File: config.mk
export PLATFORM = sky130hd
export DESIGN_NAME = qupls_ins_window
export DESIGN_NICKNAME = d
export VERILOG_FILES = /design/src/rtl/qupls_ins_window.sv
export SDC_FILE = /design/constraint.sdc
export NUM_CORES = 1
export LEC_CHECK = 0
export CORE_UTILIZATION = 30
export CTS_CLUSTER_DIAMETER = 80
export DETAILED_ROUTE_END_ITERATION = 8
export RECOVER_POWER = 100
export SETUP_SLACK_MARGIN = 0.1
export SYNTH_ARGS = -nofsm -noshare
export SYNTH_HDL_FRONTEND = slang
export SYNTH_SLANG_ARGS = --single-unit
File: constraint.sdc
create_clock -name clk -period 23.2 [get_ports clk]
set_input_delay 4.64 -clock clk [delete_from_list [all_inputs] [get_ports clk]]
set_output_delay 4.64 -clock clk [all_outputs]
set_load 0.005 [all_outputs]
File: src/rtl/qupls_ins_window.sv
// Instruction window builder ahead of the Qupls decoder: buffers parcels and
// presents head + postfix chain. Optional stall counter under QUPLS_INSWIN_PERF_EN.
module qupls_ins_window #(
  parameter int IW    = 48,
  parameter int PCW   = 32,
  parameter int DEPTH = 8
) (
  input  logic            clk,
  input  logic            rst,
  input  logic            flush,
  input  logic            in_valid,
  output logic            in_ready,
  input  logic [IW-1:0]   in_ins,
  input  logic [PCW-1:0]  in_pc,
  input  logic            in_pfx,
  input  logic            dec_ready,
  output logic            out_valid,
  output logic            en,
  output logic [6*IW-1:0] out_ins,
  output logic [PCW-1:0]  out_pc,
  output logic [5:0]      out_slot_v,
  output logic            out_orphan
`ifdef QUPLS_INSWIN_PERF_EN
  ,
  output logic [31:0]     stall_cnt
`endif
);

  localparam int AW = $clog2(DEPTH);

  logic [IW-1:0]    ins_mem [DEPTH];
  logic [PCW-1:0]   pc_mem  [DEPTH];
  logic [DEPTH-1:0] pfx_mem;

  logic [AW-1:0] head, tail;
  logic [AW:0]   count;

  logic          any, head_pfx, complete, push, run;
  logic [2:0]    chain_len;
  logic [AW:0]   pop_n;
  logic [AW-1:0] idx;

  // Postfix chain scan stops at the first non-postfix entry, at the buffered
  // count, or after five parcels; an orphan head never owns a chain.
  always_comb begin
    any       = (count != '0);
    head_pfx  = any & pfx_mem[head];
    chain_len = '0;
    run       = ~head_pfx;
    idx       = '0;
    for (int unsigned k = 1; k < 6; k++) begin
      idx = head + AW'(k);
      if (run && ((AW+1)'(k) < count) && pfx_mem[idx])
        chain_len = chain_len + 3'd1;
      else
        run = 1'b0;
    end
    pop_n    = (AW+1)'(chain_len) + (AW+1)'(1);
    complete = any & (head_pfx | (chain_len == 3'd5) | (count > pop_n));
  end

  assign in_ready   = rst & (count < (AW+1)'(DEPTH));
  assign push       = in_valid & in_ready & ~flush;
  assign out_valid  = complete & ~flush;
  assign en         = out_valid & dec_ready;
  assign out_pc     = any ? pc_mem[head] : '0;
  assign out_orphan = head_pfx;

  always_comb begin
    out_slot_v = '0;
    out_ins    = '0;
    for (int unsigned k = 0; k < 6; k++) begin
      out_slot_v[k] = any & (3'(k) <= chain_len);
      if (out_slot_v[k])
        out_ins[k*IW +: IW] = ins_mem[head + AW'(k)];
    end
  end

  always_ff @(posedge clk) begin
    if (push) begin
      ins_mem[tail] <= in_ins;
      pc_mem[tail]  <= in_pc;
      pfx_mem[tail] <= in_pfx;
    end
  end

  always_ff @(posedge clk or negedge rst) begin
    if (!rst) begin
      head  <= '0;
      tail  <= '0;
      count <= '0;
    end else if (flush) begin
      head  <= '0;
      tail  <= '0;
      count <= '0;
    end else begin
      if (push)
        tail <= tail + AW'(1);
      if (en)
        head <= head + pop_n[AW-1:0];
      count <= count + (AW+1)'(push) - (en ? pop_n : '0);
    end
  end

`ifdef QUPLS_INSWIN_PERF_EN
  always_ff @(posedge clk or negedge rst) begin
    if (!rst)
      stall_cnt <= '0;
    else if (any && !out_valid && !flush && !(&stall_cnt))
      stall_cnt <= stall_cnt + 32'd1;
  end
`endif

endmodule
==> tab_implementation.tex <==
\begin{tabular}{lr}
\hline
Metric & Value \\
\hline
\multicolumn{2}{l}{\textbf{Clocking}} \\
CTS root buffer & sky130\_fd\_sc\_hd\_\_clkbuf\_16 \\
Sinks on the clock net & 658 \\
Clock transition at path regs & 0.06 ns \\
CTS hold repair buffers & 0 \\
TritonCTS clock tree & built \\
CTS H-tree lvls & 3 \\
Clock tree buffer depth & 3 \\
Post-cts resize count & 0 \\
Insertion delay to the later sink of the worst-skew pair & 0.66 ns \\
Post-CTS Repair Setup Buffers & 0 \\
Total clock buffers created by CTS & 78 \\
\multicolumn{2}{l}{\textbf{Place}} \\
Placed Cells & 4098 \\
Final weighted congestion of routability-driven global placement & 0.7826 \\
Detailed placement HPWL & 68820 um \\
PortBufs & 415 \\
\multicolumn{2}{l}{\textbf{Power}} \\
Cell area power density & 96.17 nW/um2 \\
Max rail drop VDD & 98.27 uV \\
Switching share of power & 0.3233 \\
Part of the power in combinational logic & 0.394 \\
Sequential share of power & 0.316 \\
P\_sw & 1390 uW \\
Clk network pwr share & 0.290 \\
Reported leakage power & 0.01426 uW \\
Internal power of the cells & 2910 uW \\
\multicolumn{2}{l}{\textbf{Setup path}} \\
Maximum fanout count along the critical path & 70 \\
Worst Setup Path Type & reg2out \\
Arrival time at the worst endpoint & 12.34 ns \\
Required time reported for the critical path endpoint & 18.56 ns \\
Kind of end point of the critical path & output port \\
Type of element launching the critical path & register \\
\multicolumn{2}{l}{\textbf{Timing}} \\
Final total negative setup slack & 0 ns \\
RSZ-0062 raised after global routing & false \\
Hold violation count in the final report & 0 \\
Measured slew at the worst slew-check pin & 4.421 ns \\
Minimum clock period after layout & 16.98 ns \\
Setup violators final & 0 \\
Post-route fraction of the period consumed by the critical path & 0.7320 \\
Max-slew headroom at the worst pin & -1.947 \\
Worst Skew & 0.04648 ns \\
Top achievable clock speed & 58.89 MHz \\
Final max-slew violation count & 1266 \\
\multicolumn{2}{l}{\textbf{Synthesis}} \\
Synthesized area & 36190 um2 \\
Top cell type's share of synthesized area & 0.5377 \\
\#FFs+latches synth & 658 \\
Main area contributors after synthesis & sky130\_fd\_sc\_hd\_\_edfxtp\_1 54\%, sky130\_fd\_sc\_hd\_\_mux4\_2 28\%, sky130\_fd\_sc\_hd\_\_mux2i\_1 6.4\% \\
Dominant synthesized flop cell & sky130\_fd\_sc\_hd\_\_edfxtp\_1 \\
Unique masters post-synth & 52 \\
Most numerous cell types in the synthesized netlist & 648 x sky130\_fd\_sc\_hd\_\_edfxtp\_1, 455 x sky130\_fd\_sc\_hd\_\_mux4\_2, 245 x sky130\_fd\_sc\_hd\_\_nor2\_1 \\
Number of warnings issued by yosys & 0 \\
Number of instances in the synthesized netlist & 2209 \\
Number of nets in the synthesized netlist & 2315 \\
Count of flip-flops with a built-in enable after synthesis & 648 \\
Most used standard cell by instance count after synthesis & sky130\_fd\_sc\_hd\_\_edfxtp\_1 \\
Average size of a mapped cell & 16.38 um2 \\
Dominant cell type by area after synthesis & sky130\_fd\_sc\_hd\_\_edfxtp\_1 \\
Part of the Yosys area used for sequential elements & 0.5446 \\
Share of synthesized registers carrying an async set or reset & 0.01520 \\
\multicolumn{2}{l}{\textbf{Run status}} \\
Outcome & complete, but fails checks \\
Violations in the final reports & capacitance limit, slew limit \\
\multicolumn{2}{l}{\textbf{Global routing}} \\
Global-route wire length before repair & 160600 um \\
Antenna violations before repair & 22 \\
Largest net degree at the start of global routing & 127 \\
GRT Residual Overflow & 0 \\
Overall fraction of global-route tracks in use & 0.1791 \\
Vias in the first global route & 22990 \\
\multicolumn{2}{l}{\textbf{Drt}} \\
Router iterations before antenna repair & 5 \\
Via total after detailed routing & 23010 \\
Iteration-0 DRC Markers & 1963 \\
DR WL/cell & 26.16 um \\
Post-route antenna net violation count & 0 \\
Vias per cell & 5.417 \\
WL final & 111100 um \\
Number of remaining DRC errors & 0 \\
\multicolumn{2}{l}{\textbf{Die}} \\
Number of primary I/O pins & 416 \\
Row count & 127 \\
Initial core utilization & 0.3021 \\
Overall die area & 122000 um2 \\
Die Wd & 349.3 um \\
Floorplan core area & 119800 um2 \\
Die Height & 349.3 um \\
\multicolumn{2}{l}{\textbf{Cells and area}} \\
Fin cells & 4248 \\
Post-layout net count & 2672 \\
Share of final-layout standard cells stronger than drive strength 1 & 0.2327 \\
Syn-to-layout area delta & 23.57\% \\
\multicolumn{2}{l}{\textbf{Run}} \\
Number of max-capacitance violations reported & 30 \\
\multicolumn{2}{l}{\textbf{Min path}} \\
HP Class & reg2reg \\
\hline
\end{tabular}
## final timing paths
kind,from,end,slack (ns),depth (start not counted)
max in group asynchronous,rst,head[2],18.37,1
max,head[1],en,6.22,23
min in group asynchronous,rst,count[2],4.41,1
min,tail[0],tail[0],0.61,2
min reg2reg,tail[0],tail[0],0.61,2
max reg2reg,head[1],count[3],10.33,30
## flip-flops by register name (all words and copies together), names as in the netlist
| name | count |
|---|---|
| count | 4 |
| head | 3 |
| ins_mem | 384 |
| pc_mem | 256 |
| pfx_mem | 8 |
| tail | 3 |
## power groups by stage
stage          logic, uW  registers (uW)  clock network [uW]
4_1_cts             1710            1360                1280
3_5_place_dp        1700            1380                   0
3_3_place_gp        1700            1380                   0
5_1_grt             1830            1360                1320
6_report            1700            1360                1250
2_1_floorplan       1140            1360                   0
## critical path: stages, from the launching register on
cell,delay (ns)
sky130_fd_sc_hd__dfrtp_1,2.22
sky130_fd_sc_hd__clkbuf_1,3.20
sky130_fd_sc_hd__mux2i_1,0.46
sky130_fd_sc_hd__a31oi_1,0.33
sky130_fd_sc_hd__nand3_1,0.26
sky130_fd_sc_hd__nand2_1,0.19
sky130_fd_sc_hd__a211oi_1,0.08
sky130_fd_sc_hd__ha_1,0.40
sky130_fd_sc_hd__xnor2_1,0.21
sky130_fd_sc_hd__ha_1,0.29
sky130_fd_sc_hd__mux2_2,0.28
sky130_fd_sc_hd__ha_1,0.29
sky130_fd_sc_hd__mux2_2,0.14
sky130_fd_sc_hd__o21ai_0,0.06
sky130_fd_sc_hd__o21ai_0,0.71
sky130_fd_sc_hd__ha_1,0.36
sky130_fd_sc_hd__inv_1,0.12
sky130_fd_sc_hd__ha_1,0.29
sky130_fd_sc_hd__o31ai_1,0.22
sky130_fd_sc_hd__o21ai_0,0.15
sky130_fd_sc_hd__a211o_1,0.37
sky130_fd_sc_hd__nand2b_1,0.31
sky130_fd_sc_hd__nor3_1,0.08
sky130_fd_sc_hd__dlygate4sd3_1,0.62
## cell type report
type,instances,area (um2)
Sequential cell,658,19710
Inverter,20,80.08
Fill cell,11250,75090
Clock inverter,58,684.4
Timing Repair Buffer,462,4418
Multi-Input combinational cell,1346,15810
Antenna cell,6,15.01
Clock buffer,86,1982
Tap cell,1612,2017
## cells by family after synthesis
group	after synthesis	synth area share
xor+xnor	15	0.004045
flops	658	0.5446
fa+ha+maj	20	0.007329
simple gates	490	0.05373
mux	692	0.3491
buf+inv	205	0.02188
compound gates	129	0.01929
## per-stage QoR
step / hold WS, ns / setup WS, ns / util / total power (uW) / instance area (um2)
global route: 0.6445 / 5.311 / 0.3731 / 4508 / 44710
CTS: 0.6216 / 9.874 / 0.3744 / 4346 / 44860
detailed placement: 0.6028 / 10.64 / 0.3521 / 3084 / 42190
finish: 0.6138 / 6.219 / 0.3733 / 4301 / 44720
floorplan: 0.5459 / 11.68 / - / 2498 / 36190
global placement: 0.5791 / 10.72 / 0.3521 / 3084 / 42190
## cells in the final DEF (no fill, tap or decap), types with 12 or more instances in the layout
cell type	n
sky130_fd_sc_hd__ha_1	18
sky130_fd_sc_hd__dlygate4sd3_1	394
sky130_fd_sc_hd__nor2_1	240
sky130_fd_sc_hd__clkinv_1	20
sky130_fd_sc_hd__nand2_1	207
sky130_fd_sc_hd__inv_1	18
sky130_fd_sc_hd__clkbuf_1	35
sky130_fd_sc_hd__mux4_2	455
sky130_fd_sc_hd__clkinv_2	12
sky130_fd_sc_hd__buf_4	19
sky130_fd_sc_hd__a21oi_1	105
sky130_fd_sc_hd__edfxtp_1	648
sky130_fd_sc_hd__clkbuf_16	78
sky130_fd_sc_hd__clkdlybuf4s50_1	21
sky130_fd_sc_hd__mux2i_1	233
## per-layer routing
| layer | vias up | global-route usage | part of all wire |
|---|---|---|---|
| li1 | 9724 | - | - |
| met1 | 12170 | 0.2318 | 0.40 |
| met2 | 912 | 0.2988 | 0.50 |
| met3 | 191 | 0.03800 | 0.069 |
| met4 | 16 | 0.05782 | 0.030 |
| met5 | - | 0 | 0.00091 |
Power figures use the tool's default switching activity.
